$ cat src/rtl/adder_pkg.sv
// -----------------------------------------------------------------------------
// adder_pkg
// Shared definitions for the shared-adder arbiter slice.
//   OPW           operand width of the shared adder
//   SUMW          result width (operand width plus carry-out)
//   NREQ_DEFAULT  default number of requesters
//   rr_pick()     circular first-valid search from a pointer, one-hot result
// -----------------------------------------------------------------------------
package adder_pkg;

    localparam int OPW          = 16;
    localparam int SUMW         = 17;
    localparam int NREQ_DEFAULT = 4;
    localparam int RR_MAXREQ    = 8;

    // Returns a one-hot grant for the first set bit of valid, searching
    // ptr, ptr+1, ... and wrapping at n (not at 8), so pointers never
    // reach ids that do not exist when n is not a power of two.
    function automatic logic [RR_MAXREQ-1:0] rr_pick(
        input logic [RR_MAXREQ-1:0] valid,
        input logic [2:0]           ptr,
        input int                   n
    );
        logic [RR_MAXREQ-1:0] grant;
        int                   idx;
        grant = '0;
        for (int k = 0; k < RR_MAXREQ; k++) begin
            idx = (int'(ptr) + k) % n;
            if (k < n && grant == '0 && valid[idx]) begin
                grant[idx] = 1'b1;
            end
        end
        return grant;
    endfunction

endpackage

$ cat src/rtl/recursive_adder.sv
// -----------------------------------------------------------------------------
// RecursiveAdder
// 16-bit Kogge-Stone parallel-prefix adder, purely combinational.
//   a, b  unsigned operands
//   sum   a + b with the carry-out in the top bit
// -----------------------------------------------------------------------------
module RecursiveAdder
    import adder_pkg::*;
(
    input  logic [OPW-1:0]  a,
    input  logic [OPW-1:0]  b,
    output logic [SUMW-1:0] sum
);

    logic [OPW-1:0] half;
    logic [OPW-1:0] gen;
    logic [OPW-1:0] prop;
    logic [OPW-1:0] gen_n;
    logic [OPW-1:0] prop_n;

    always_comb begin
        half = a ^ b;
        gen  = a & b;
        prop = half;
        // Prefix levels at spans 1, 2, 4, 8: afterwards gen[i] is the carry
        // out of bit i (no carry-in).
        for (int d = 1; d < OPW; d = d * 2) begin
            gen_n  = gen;
            prop_n = prop;
            for (int i = d; i < OPW; i++) begin
                gen_n[i]  = gen[i] | (prop[i] & gen[i-d]);
                prop_n[i] = prop[i] & prop[i-d];
            end
            gen  = gen_n;
            prop = prop_n;
        end

        sum[0] = half[0];
        for (int i = 1; i < OPW; i++) begin
            sum[i] = half[i] ^ gen[i-1];
        end
        sum[OPW] = gen[OPW-1];
    end

endmodule

$ cat src/rtl/rr_arbiter.sv
// -----------------------------------------------------------------------------
// rr_arbiter
// Round-robin arbiter owning the priority pointer.
//   clk, reset  clock and asynchronous active-high reset
//   valid       per-requester request
//   enable      grants are issued only when high
//   advance     a grant was taken this cycle; pointer moves past the winner
//   grant       one-hot (or zero) grant, combinational
//   grant_idx   binary index of the granted requester (0 when none)
// -----------------------------------------------------------------------------
module rr_arbiter
    import adder_pkg::*;
#(
    parameter int NREQ = NREQ_DEFAULT,
    parameter int IDW  = 2
) (
    input  logic            clk,
    input  logic            reset,
    input  logic [NREQ-1:0] valid,
    input  logic            enable,
    input  logic            advance,
    output logic [NREQ-1:0] grant,
    output logic [IDW-1:0]  grant_idx
);

    logic [IDW-1:0]       ptr_q;
    logic [IDW-1:0]       ptr_d;
    logic [RR_MAXREQ-1:0] pick_all;
    logic                 pick_unused;

    always_comb begin
        pick_all = rr_pick(RR_MAXREQ'(valid), 3'(ptr_q), NREQ);
        grant    = enable ? pick_all[NREQ-1:0] : '0;

        grant_idx = '0;
        for (int i = 0; i < NREQ; i++) begin
            if (grant[i]) begin
                grant_idx = IDW'(i);
            end
        end

        // Wrap explicitly at NREQ so non-power-of-two counts never point
        // at a nonexistent requester.
        ptr_d = ptr_q;
        if (advance) begin
            ptr_d = (grant_idx == IDW'(NREQ - 1)) ? '0 : grant_idx + 1'b1;
        end
    end

    // Bits above NREQ are always zero; folded here so they are consumed.
    assign pick_unused = ^pick_all;

    always_ff @(posedge clk or posedge reset) begin
        if (reset) begin
            ptr_q <= '0;
        end else begin
            ptr_q <= ptr_d;
        end
    end

endmodule

$ cat src/rtl/adder_share_arbiter.sv
// -----------------------------------------------------------------------------
// adder_share_arbiter
// Shares one 16-bit prefix adder among NREQ requesters with round-robin
// arbitration and a single registered, backpressured response channel.
//   clk, reset          clock and asynchronous active-high reset
//   req_valid/ready     per-requester handshake (ready is one-hot or zero)
//   req_a, req_b        packed operands, requester i at [16i+15:16i]
//   rsp_valid/ready     response handshake
//   rsp_sum, rsp_id     17-bit sum and the id of the requester it belongs to
//   op_count            accepted operations, wraps modulo 2^16
// -----------------------------------------------------------------------------
module adder_share_arbiter
    import adder_pkg::*;
#(
    parameter int NREQ = NREQ_DEFAULT,
    parameter int IDW  = 2
) (
    input  logic              clk,
    input  logic              reset,
    input  logic [NREQ-1:0]   req_valid,
    output logic [NREQ-1:0]   req_ready,
    input  logic [NREQ*16-1:0] req_a,
    input  logic [NREQ*16-1:0] req_b,
    output logic              rsp_valid,
    input  logic              rsp_ready,
    output logic [16:0]       rsp_sum,
    output logic [IDW-1:0]    rsp_id,
    output logic [15:0]       op_count
);

    logic [NREQ-1:0] grant;
    logic [IDW-1:0]  grant_idx;
    logic            slot_free;
    logic            accept;
    logic [OPW-1:0]  op_a;
    logic [OPW-1:0]  op_b;
    logic [SUMW-1:0] sum_full;
    logic [OPW-1:0]  masked_a [NREQ];
    logic [OPW-1:0]  masked_b [NREQ];

    logic            rsp_valid_q, rsp_valid_d;
    logic [SUMW-1:0] rsp_sum_q,   rsp_sum_d;
    logic [IDW-1:0]  rsp_id_q,    rsp_id_d;
    logic [15:0]     op_count_q,  op_count_d;

    // The result register can take a new value when empty or being drained.
    // Reset also suppresses grants so req_ready reads zero while it is held.
    assign slot_free = !rsp_valid_q || rsp_ready;

    rr_arbiter #(
        .NREQ (NREQ),
        .IDW  (IDW)
    ) u_arb (
        .clk       (clk),
        .reset     (reset),
        .valid     (req_valid),
        .enable    (slot_free && !reset),
        .advance   (accept),
        .grant     (grant),
        .grant_idx (grant_idx)
    );

    // A grant is only issued to a valid requester, so any grant is an accept.
    assign accept    = |grant;
    assign req_ready = grant;

    // One-hot AND-OR operand mux.
    generate
        for (genvar gi = 0; gi < NREQ; gi++) begin : g_mask
            assign masked_a[gi] = req_a[OPW*gi +: OPW] & {OPW{grant[gi]}};
            assign masked_b[gi] = req_b[OPW*gi +: OPW] & {OPW{grant[gi]}};
        end
    endgenerate

    always_comb begin
        op_a = '0;
        op_b = '0;
        for (int i = 0; i < NREQ; i++) begin
            op_a = op_a | masked_a[i];
            op_b = op_b | masked_b[i];
        end
    end

    RecursiveAdder u_adder (
        .a   (op_a),
        .b   (op_b),
        .sum (sum_full)
    );

    always_comb begin
        rsp_valid_d = rsp_valid_q;
        rsp_sum_d   = rsp_sum_q;
        rsp_id_d    = rsp_id_q;
        op_count_d  = op_count_q;
        if (accept) begin
            rsp_valid_d = 1'b1;
            rsp_sum_d   = sum_full;
            rsp_id_d    = grant_idx;
            op_count_d  = op_count_q + 16'd1;
        end else if (rsp_ready) begin
            // Drain only; sum and id keep their last values.
            rsp_valid_d = 1'b0;
        end
    end

    always_ff @(posedge clk or posedge reset) begin
        if (reset) begin
            rsp_valid_q <= 1'b0;
            rsp_sum_q   <= '0;
            rsp_id_q    <= '0;
            op_count_q  <= '0;
        end else begin
            rsp_valid_q <= rsp_valid_d;
            rsp_sum_q   <= rsp_sum_d;
            rsp_id_q    <= rsp_id_d;
            op_count_q  <= op_count_d;
        end
    end

    assign rsp_valid = rsp_valid_q;
    assign rsp_sum   = rsp_sum_q;
    assign rsp_id    = rsp_id_q;
    assign op_count  = op_count_q;

endmodule

$ cat config.mk
export PLATFORM = sky130hd
export DESIGN_NAME = adder_share_arbiter
export DESIGN_NICKNAME = d
export VERILOG_FILES = /design/src/rtl/adder_pkg.sv /design/src/rtl/recursive_adder.sv /design/src/rtl/rr_arbiter.sv /design/src/rtl/adder_share_arbiter.sv
export SDC_FILE = /design/constraint.sdc
export NUM_CORES = 1
export LEC_CHECK = 0
export ABC_AREA = 0
export CAP_MARGIN = 20
export CORE_ASPECT_RATIO = 2
export CORE_MARGIN = 5
export CORE_UTILIZATION = 44
export DETAILED_ROUTE_END_ITERATION = 10
export PLACE_DENSITY_LB_ADDON = 0.12
export RECOVER_POWER = 100
export SLEW_MARGIN = 5
export SYNTH_ARGS = -nofsm -noshare
export SYNTH_HDL_FRONTEND = slang
export SYNTH_SLANG_ARGS = --single-unit
$ cat constraint.sdc
create_clock -name clk -period 11.49 [get_ports clk]
set_input_delay 2.298 -clock clk [delete_from_list [all_inputs] [get_ports clk]]
set_output_delay 2.298 -clock clk [all_outputs]
set_load 0.02 [all_outputs]
==> results.json, run 1 <==
{
  "insertion_delay_ns": 0.28,
  "leakage_nw": 2.34,
  "drt_iter0_drc": 235,
  "wl_mm": 10.7,
  "cts_tree": "yes",
  "first_pass_iters": 7,
  "synth_fp_nets": 526,
  "path_buf_inv": 4,
  "cts_buffer_depth": 2,
  "htreeDepth": 2,
  "cp-end-kind": "output port",
  "post-route-period-util": 0.781,
  "critPathTopFamily": "buffers and inverters",
  "reg2reg_depth": 20,
  "start_util": 0.445,
  "worst_pin_slew_ns": 2.09,
  "ys_types": 57,
  "area_delta_synth_final_pct": 57.8,
  "ys_warn_count": 0,
  "yosys_most_used_dff": "dfrtp_1",
  "cp_slowest_cell": "clkbuf_1",
  "yosysTopAreaCell": "dfrtp_1",
  "critPathKind": "primary input to output port",
  "critPathMaxFanout": 40,
  "rows": 45,
  "path_cells": "dlygate4sd3_1 > clkinv_1 > clkbuf_1 > nand2_1 > a31oi_4 > dlygate4sd3_1",
  "cts_setup_buffers": 0,
  "p_per_area_nw_per_um2": 302,
  "regArea_um2": 951,
  "design.core.area_um2": 7540,
  "finalHoldViolations": 0,
  "cap_violations": 1,
  "peakVddDrop_mv": 0.178,
  "timing.rr.start": "u_arb.ptr_q[0]",
  "synthArstFlopShare": 1.00,
  "max_slew_margin": -0.391,
  "outcome": "finished with violations",
  "chipHeight_um": 134,
  "grt_pass1_wl_mm": 17.3,
  "dieArea_um2": 9580,
  "final.min_clock_period_ns": 8.97,
  "final_antenna_net_count": 0,
  "fin_area_um2": 5290,
  "synth.avg_cell_area_um2": 9.19,
  "io_pins": 175,
  "final-max-slew-violation-count": 41,
  "drc_errors": 0,
  "synth-seq-cells": 38,
  "cts_made_buffers": 5,
  "fp.dieW_um": 71.8,
  "placed_area_um2": 5150,
  "cts_sinks": 38,
  "fin_hold_ws_ns": 0.468,
  "track_usage": 0.225,
  "wl_per_cell_um": 17.2,
  "synth_top_area_frac": 0.283,
  "cp.depth": 6,
  "rsz0062_at_grt": "false",
  "dp_hpwl_mm": 8.68,
  "finalSetupTns_ns": 0,
  "nNetsFinal": 689,
  "setup_viol": 0,
  "total_power_mw": 1.60,
  "drive_gt1_frac": 0.0510,
  "r2r_end": "rsp_sum[15]",
  "n_antenna_cell": 0,
  "cts_resized": 0,
  "multi_input_area_um2": 2250,
  "synth-seq-area-share": 0.283,
  "worst_ep_required_time_ns": 9.19,
  "crit_end": "req_ready[2]",
  "vias": 3627,
  "arrival_ns": 6.67,
  "synthCells": 365,
  "finClkSkew_ns": 0.00727,
  "path_clk_slew_ns": 0.06,
  "synth_area_um2": 3360,
  "gr-total-overflow": 0,
  "synthTopCellsByArea": "dfrtp_1 28%, a222oi_1 9.5%, ha_1 9.3%, nand2_1 7.8%, xnor2_1 6.0%",
  "fill_cells": 641,
  "antenna_found_initial": 0,
  "holdBufCountCts": 0,
  "start_kind": "primary input",
  "cts_root_buf": "clkbuf_16",
  "hold_class": "flop to flop",
  "synth_edf_count": 0,
  "violations": "max-capacitance violations, max-slew violations",
  "max_freq_mhz": 111,
  "max_stage_delay_ns": 1.48,
  "via_per_inst": 5.82,
  "grt_pass1_vias": 3709,
  "r2r_slack_ns": 4.96,
  "finalWeightedCongestion": 0.816,
  "path_common_cell": "dlygate4sd3_1",
  "grt_start_max_net_pins": 56,
  "cp-startpoint": "reset",
  "port_buffers": 174
}
[cell type report]
type                       count  area share
timing repair buffer         178       0.336
clock buffer                   6      0.0262
inverter                      12     0.00851
clock inverter                 2     0.00236
multi-input combinational    293       0.425
sequential                    38       0.180
tap                           94      0.0222
[kinds of logic after synthesis]
kind of cell | share of synthesized area
simple gates | 0.151
buf+inv | 0.0455
compound gates | 0.263
xor+xnor | 0.0731
mux | 0.0850
fa+ha+maj | 0.0992
flops | 0.283
[per-layer routing]
metal  GRT usage  vias to the layer above  share of wire
li1            -                     1730              -
met1       0.230                     1732           0.34
met2       0.433                      148           0.56
met3      0.0363                       17          0.074
met4      0.0952                        0          0.025
met5           0                        -              0
[power by group]
| part | switching, mW | internal, mW |
|---|---|---|
| Combinational | 0.680 | 0.547 |
| Sequential | 0.0386 | 0.192 |
| Clock | 0.0535 | 0.0858 |
[synth_stat cells, types with 4 or more instances]
cell type and instances:
a21o_1 4, a21oi_1 18, a222oi_1 32, a31oi_1 4, and3_1 7, clkbuf_1 16
dfrtp_1 38, ha_1 25, inv_1 12, mux2_1 8, mux2_4 7, mux4_2 4
nand2_1 70, nand4_1 4, nor2_1 9, nor3_1 4, o2111ai_1 7, o211ai_1 8
o21ai_0 7, o21bai_1 4, xnor2_1 23, xor2_1 5
[state kept, by name, summed over array words and instances (netlist names)]
register,flops
op_count,16
rsp_id,2
rsp_sum,17
rsp_valid,1
u_arb.ptr_q,2
[metrics by stage]
stage | setup slack, ns | std cells | utilization
6_report | 2.52 | 623 | 0.702
5_1_grt | 1.81 | 623 | 0.702
4_1_cts | 3.20 | 622 | 0.702
3_5_place_dp | 3.20 | 614 | 0.682
3_3_place_gp | 3.24 | 614 | 0.682
2_1_floorplan | 4.68 | 365 | -
[cells in the final DEF (no fill, tap or decap), types with 8 or more instances in the layout]
master and count:
clkdlybuf4s50_1 134, nand2_1 70, dlygate4sd3_1 40, dfrtp_1 38, a222oi_1 32, ha_1 25, xnor2_1 23, a21oi_1 17
mux2_1 14, inv_1 11, nor2_1 9, o211ai_1 8
[worst min path at each step]
stage / startpoint / end / cells after the start
finish: op_count[15] / op_count[15] / 1
global route: op_count[15] / op_count[15] / 1
detailed placement: rsp_id[0] / rsp_id[0] / 1
global placement: op_count[15] / op_count[15] / 1
floorplan: op_count[15] / op_count[15] / 1
CTS: rsp_id[0] / rsp_id[0] / 1
[worst reg2reg max path, stage by stage, from the launching register on]
cell       delay, ns
dfrtp_1         0.55
inv_1           0.19
ha_1            0.37
mux4_2          0.54
a21boi_2        0.22
a221oi_1        0.37
o211a_1         0.23
nand4_1         0.12
a21oi_2         0.74
buf_4           0.36
a222oi_1        0.13
nand2_1         0.19
ha_1            0.25
a21oi_1         0.16
o21ai_0         0.14
a2111oi_0       0.86
o311ai_0        0.28
o211ai_1        0.17
a21oi_1         0.11
xor2_1          0.15
mux2_1          0.29
Note: power is estimated with default switching activity, not from simulation.
==> run 2, diff against run 1 <==
--- a/config.mk
+++ b/config.mk
@@ -9,7 +9,7 @@
 export CAP_MARGIN = 20
 export CORE_ASPECT_RATIO = 2
 export CORE_MARGIN = 5
-export CORE_UTILIZATION = 44
+export CORE_UTILIZATION = 37
 export DETAILED_ROUTE_END_ITERATION = 10
 export PLACE_DENSITY_LB_ADDON = 0.12
 export RECOVER_POWER = 100
==> constraint.sdc (replaced) <==
create_clock -name clk -period 7.95 [get_ports clk]
set_input_delay 1.59 -clock clk [delete_from_list [all_inputs] [get_ports clk]]
set_output_delay 1.59 -clock clk [all_outputs]
set_load 0.02 [all_outputs]
==> results.json, run 2 (synthesis results as in run 1) <==
{
  "outcome": "finished with violations",
  "violations": "max-capacitance violations, max-slew violations",
  "grt_start_max_net_pins": 39,
  "dp_slack_ns": 0.945,
  "setup_viol": 0,
  "cts_buffer_depth": 2,
  "via_per_inst": 5.77,
  "worst_ep_required_time_ns": 6.36,
  "nNetsFinal": 690,
  "io_pins": 175,
  "leakage_nw": 2.35,
  "largest_register_ffs": 17,
  "placed_area_um2": 5170,
  "finalHoldViolations": 0,
  "gr-total-overflow": 0,
  "drc_errors": 0,
  "path_cells": "dlygate4sd3_1 > mux4_2 > a21bo_1 > o21a_2 > a41oi_1 > and3_1 > a31o_1 > dlygate4sd3_1",
  "port_buffers": 174,
  "wl_mm": 11.1,
  "design.core.area_um2": 8950,
  "layout_commonest_cell": "clkdlybuf4s50_1",
  "cp-end-kind": "output port",
  "timing.rr.start": "u_arb.ptr_q[0]",
  "rows": 49,
  "finalSetupTns_ns": 0,
  "fin_area_um2": 5280,
  "drt_iter0_drc": 203,
  "cp_slowest_cell": "a31o_1",
  "use_met1": 0.176,
  "max_slew_margin": -0.370,
  "worst_pin_slew_ns": 2.06,
  "insertion_delay_ns": 0.28,
  "critPathKind": "primary input to output port",
  "grt_pass1_vias": 3800,
  "max_freq_mhz": 138,
  "finClkSkew_ns": 0.00197,
  "final.min_clock_period_ns": 7.22,
  "cts_made_buffers": 5,
  "antenna_found_initial": 0,
  "p_per_area_nw_per_um2": 437,
  "cts_root_buf": "clkbuf_16",
  "hold_class": "flop to flop",
  "max_stage_delay_ns": 0.90,
  "dp_hpwl_mm": 9.10,
  "min_from": "op_count[15]",
  "path_buf_inv": 2,
  "wl_per_cell_um": 17.6,
  "n_antenna_cell": 0,
  "holdBufCountCts": 0,
  "cts_sinks": 38,
  "cp-startpoint": "req_valid[2]",
  "cap_violations": 1,
  "use_met2": 0.389,
  "final_cell_mix": "134 x clkdlybuf4s50_1, 70 x nand2_1, 40 x dlygate4sd3_1, 38 x dfrtp_1, 32 x a222oi_1",
  "total_power_mw": 2.31,
  "dp.cells": 623,
  "postLayoutCoreUtil": 0.590,
  "chipHeight_um": 145,
  "fp.dieW_um": 77.3,
  "critPathMaxFanout": 31,
  "post-route-period-util": 0.908,
  "vias": 3639,
  "fin_hold_ws_ns": 0.470,
  "r2r_slack_ns": 1.60,
  "start_util": 0.375,
  "grt_pass1_wl_mm": 17.6,
  "drive_gt1_frac": 0.0491,
  "peakVddDrop_mv": 0.190,
  "final_antenna_net_count": 0,
  "instances_no_fill": 631,
  "area_delta_synth_final_pct": 57.5,
  "arrival_ns": 5.63,
  "rsz0062_at_grt": "false",
  "path_clk_slew_ns": 0.06,
  "finalWorstSetupSlack_ns": 0.729,
  "cts_tree": "yes",
  "first_pass_iters": 6,
  "busiest_layer": "met2",
  "track_usage": 0.192,
  "finalWeightedCongestion": 0.747,
  "final-max-slew-violation-count": 39,
  "dieArea_um2": 11200,
  "fill_cells": 819,
  "critPathTopFamily": "compound AO/OA/AOI/OAI gates",
  "htreeDepth": 2,
  "path_common_cell": "dlygate4sd3_1",
  "cts_setup_buffers": 0,
  "start_kind": "primary input",
  "use_met3": 0.0403,
  "cts_resized": 0
}
[run 2: routing by layer]
metal,up-vias,share of wire
met4,0,0.028
met5,-,0
met2,146,0.58
met1,1742,0.32
met3,21,0.069
li1,1730,-
[run 2: layout make-up]
type                    instances  area, µm²  area share
multi-input cells             293       2230       0.423
repair buffers                179       1790       0.339
flip-flops and latches         38        951       0.180
well taps                     102        128      0.0242
clock buffers                   5        125      0.0237
inverters                      12       45.0     0.00852
clock inverters                 2       10.0     0.00189
[run 2: worst paths after layout]
kind / endpoint / cells after the start
max: req_ready[3] / 8
min: op_count[15] / 1
max reg2reg: rsp_sum[14] / 20
min reg2reg: op_count[15] / 1
max in group asynchronous: rsp_sum[3] / 3
min in group asynchronous: op_count[5] / 3
[run 2: power by group]
group | switching, mW | internal [mW]
Sequential | 0.0547 | 0.277
Combinational | 0.988 | 0.801
Clock | 0.0745 | 0.113
==> RTL change 1: new RTL, settings of run 2 <==
Register the output `op_count` once more, cleared by the reset; this adds one clock of latency there. The other outputs are not delayed to match.
--- a/src/rtl/adder_share_arbiter.sv
+++ b/src/rtl/adder_share_arbiter.sv
@@ -121,5 +121,11 @@
     assign rsp_sum   = rsp_sum_q;
     assign rsp_id    = rsp_id_q;
-    assign op_count  = op_count_q;
+    always_ff @(posedge clk or posedge reset) begin
+        if (reset) begin
+            op_count <= '0;
+        end else begin
+            op_count <= op_count_q;
+        end
+    end
 
 endmodule
Formal check against the unedited RTL: not equivalent (Yosys sat finds a counterexample within 4 cycles, from zero or initial values and one cycle with reset high).
==> RTL change 1 against run 2 <==
Power grew 0.45%; setup slack improved by 94 ps; wire length fell by 1.9%; final cell count up 4.1%; area after synthesis up 10%; sequential cell count grew 16; synthesized cell count down 1.9%; clock power rose by 18%; cell area is 7.2% higher; sequential power grew 35%; sequential share of layout area is 5.9 points higher; largest cell class unchanged; highest routed layer unchanged.
==> RTL change 1: results (changes against run 2) <==
[place]
dp_hpwl_um = 9130  ; was 9100 um
gp_congestion = 0.903  ; was 0.747

[worst_setup_path]
crit_start = req_valid[3]  ; was req_valid[2]
critPathMaxFanout = 26  ; was 31
worstPathArrival_ps = 7310  ; was 5630 ps
slowest_delay_ps = 760  ; was 900 ps
rrSetupSlack_ps = 1530  ; was 1600 ps
slowest_stage = a31oi_1  ; was a31o_1
crit_end = rsp_sum[15]  ; was req_ready[3]
ff2ff_path_depth = 18  ; was 20

[global_routing]
grt_pass1_vias = 3618  ; was 3800
grt_use_met2 = 0.339  ; was 0.389
grt_util_met1 = 0.175  ; was 0.176
track_usage = 0.178  ; was 0.192
use_met3 = 0.0440  ; was 0.0403

[timing]
fin_worst_skew_ps = 5.76  ; was 1.97 ps
tightest_slew_ps = 908  ; was 2060 ps

[synth]
ys_types = 56  ; was 57
synth_mux_area_frac = 0.0454  ; was 0.0850
synth_nets = 519  ; was 526
synth_area_leaders = dfrtp_1 37%, a221o_1 8.7%, ha_1 8.5%, a22o_1 7.6%, xnor2_1 5.2%  ; was dfrtp_1 28%, a222oi_1 9.5%, ha_1 9.3%, nand2_1 7.8%, xnor2_1 6.0%
synth_common_cells = 54 x dfrtp_1, 32 x a221o_1, 32 x a22o_1  ; was 70 x nand2_1, 38 x dfrtp_1, 32 x a222oi_1
synthAdderAreaFrac = 0.0900  ; was 0.0992
yosysSeqAreaShare = 0.366  ; was 0.283
synth_xor_area_frac = 0.0687  ; was 0.0731

[route]
first_pass_iters = 5  ; was 6
wl_met2_um = 5960  ; was 6450 um
wl_um = 10900  ; was 11100 um
drt_iter0_markers = 169  ; was 203
m1WireLength_um = 3650  ; was 3590 um
route.met3.wl_um = 991  ; was 768 um
avgViaCountPerCell = 5.40  ; was 5.77

[min_path]
hp-start = op_count_q[15]  ; was op_count[15]
holdPathEnd = op_count[15]  ; unchanged
holdPathStages = 0  ; was 1

[pwr]
powerClk_mw = 0.222  ; was 0.188 mW
power.leakage_nw = 2.47  ; was 2.35 nW
p_switching_mw = 1.04  ; was 1.12 mW
vdd_ir_drop_max_v = 0.000235  ; was 0.000190 V
combinationalPowerShare = 0.712  ; was 0.775

[run_status]
status = completed  ; was finished with violations

[final_layout]
final_nets = 685  ; was 690
drive_gt1_frac = 0.0476  ; was 0.0491

[clock_network]
cts_resized = 0  ; unchanged

-- RTL change 1: cell types whose count changed in the layout (fill, tap and decap cells not counted), sizes merged, moves of 9 or more --
cell	delta
mux2	-9
nand2	-54
a22o	+31
nor2	+14
a221o	+32
a222oi	-32
dfrtp	+16
-- RTL change 1: layout make-up --
cell class                 count  area [sq um]
multi-input combinational    268          2160
clock inverter                 3          28.8
inverter                      15          56.3
timing repair buffer         180          1780
tap                          132           165
fill                         895          4100
clock buffer                   5           125
sequential                    54          1350
-- RTL change 1: through the flow --
stage / cell area [sq um] / util / std cells / hold slack (ps) / worst slack [ps]
global placement: 5530 / 0.567 / 649 / 388 / 1180
floorplan: 3700 / - / 358 / 373 / 1540
finish: 5670 / 0.580 / 657 / 407 / 823
CTS: 5690 / 0.582 / 657 / 408 / 1300
detailed placement: 5530 / 0.567 / 649 / 392 / 1010
global route: 5670 / 0.580 / 657 / 414 / 576
==> RTL change 2: new RTL, settings of run 2 <==
Without the edit above. Change the package constant `NREQ_DEFAULT` from 4 to 2.
--- a/src/rtl/adder_pkg.sv
+++ b/src/rtl/adder_pkg.sv
@@ -11,5 +11,5 @@
     localparam int OPW          = 16;
     localparam int SUMW         = 17;
-    localparam int NREQ_DEFAULT = 4;
+    localparam int NREQ_DEFAULT = 2;
     localparam int RR_MAXREQ    = 8;
 
Ports: changed (resized req_a, req_b, req_ready and req_valid); port bits go from 175 to 107. No check against the original RTL was run, so the function may have changed too.
==> RTL change 2 against run 2 <==
Setup slack improved by 850 ps; sequential share of layout area is 5.6 points higher; sequential cell count is 2 lower; die area decreased by 21%; synthesized cell count is 22% lower; area after synthesis down 23%; wire length shrank 40%; count of clock-buffer cells in the layout grew 1; cell area shrank 28%; global-route usage decreased by 3.8 points; via count down 32%.
Power is not compared: it rests on default switching activity, and its combinational part moved more than twofold at a synthesized area within 25%.
==> RTL change 2: results (changes against run 2) <==
[global_routing]
track_usage = 0.154  ; was 0.192
grt_pass1_wl_um = 11200  ; was 17600 um
grt_antenna_before_repair = 0  ; unchanged
grt_pass1_vias = 2558  ; was 3800
grt_max_degree = 41  ; was 39

[worst_setup_path]
crit_end = req_ready[1]  ; was req_ready[3]
worstPathArrival_ps = 4780  ; was 5630 ps
ff2ff_path_depth = 11  ; was 20
reg2reg_to = rsp_sum[11]  ; was rsp_sum[14]
critPathMaxFanout = 40  ; was 31
rrSetupSlack_ps = 3870  ; was 1600 ps
slowest_delay_ps = 990  ; was 900 ps
slowest_stage = clkbuf_1  ; was a31o_1
crit_start = reset  ; was req_valid[2]
timing.rr.start = rsp_valid  ; was u_arb.ptr_q[0]

[final_layout]
drive_gt1_frac = 0.0361  ; was 0.0491
fill_cells = 715  ; was 819
multi_input_cells = 225  ; was 293
antenna_cells = 0  ; unchanged
final_nets = 474  ; was 690
clockBufferCount = 6  ; was 5
area.share.sequential = 0.236  ; was 0.180
clk_share = 0.0390  ; was 0.0256
multi_input_area_sq_mm = 0.00155  ; was 0.00223 sq mm
nNonClkInverters = 10  ; was 12
buffers = 109  ; was 179
nonClkBufAreaFrac = 0.280  ; was 0.339

[synth]
synth_area_leaders = dfrtp_1 35%, a22o_1 11%, ha_1 8.2%, nand2_1 5.8%, xnor2_1 5.8%  ; was dfrtp_1 28%, a222oi_1 9.5%, ha_1 9.3%, nand2_1 7.8%, xnor2_1 6.0%
yosysSeqAreaShare = 0.348  ; was 0.283
synth_xor_area_frac = 0.0779  ; was 0.0731
synth_nets = 372  ; was 526
synth_common_cells = 40 x nand2_1, 36 x dfrtp_1, 32 x a22o_1  ; was 70 x nand2_1, 38 x dfrtp_1, 32 x a222oi_1
ys_types = 48  ; was 57
synth_mux_area_frac = 0  ; was 0.0850
synthAdderAreaFrac = 0.0899  ; was 0.0992
synth_compound_area_frac = 0.273  ; was 0.263

[place]
dp_hpwl_um = 5490  ; was 9100 um
portBuffers = 105  ; was 174
gp_congestion = 0.841  ; was 0.747

[timing]
fin_worst_skew_ps = 4.66  ; was 1.97 ps
tightest_slew_ps = 1440  ; was 2060 ps

[run_status]
status = completed  ; was finished with violations

[route]
first_pass_iters = 4  ; was 6
num_vias = 2459  ; was 3639
routedWlPerCell_um = 14.0  ; was 17.6 um
drt_iter0_markers = 70  ; was 203

[pwr]
combinationalPowerShare = 0.384
power.leakage_nw = 1.72

[clock_network]
post_cts_buffers = 0  ; unchanged
clock_sinks = 36  ; was 38

RTL change 2: changes by cell type after synthesis, sizes merged, moves of 9 or more:
cell | before | now
a22o | 1 | 32
a222oi | 32 | 0
nand2 | 70 | 40
nand3 | 2 | 12
o21ai | 7 | 17
clkbuf | 16 | 7
mux2 | 15 | 0
RTL change 2: metal layers:
metal,routed length [um],vias up,global-route usage,part of all wire
li1,-,1258,-,-
met2,3510,88,0.284,0.52
met3,411,8,0.0298,0.061
met1,2630,1105,0.165,0.39
met5,0,-,0,0
met4,143,0,0.0725,0.021
RTL change 2: metrics by stage:
step                      setup slack (ps)  hold WS (ps)  area (sq um)  power, mW  instances
after detailed placement              2440           468          3720      0.557        470
after floorplan                       3040           526          2590      0.417        285
final                                 1580           465          3810      0.726        478
after global routing                  1200           494          3810      0.771        478
after global placement                2440           462          3720      0.553        470
after CTS                             2430           479          3860      0.756        478
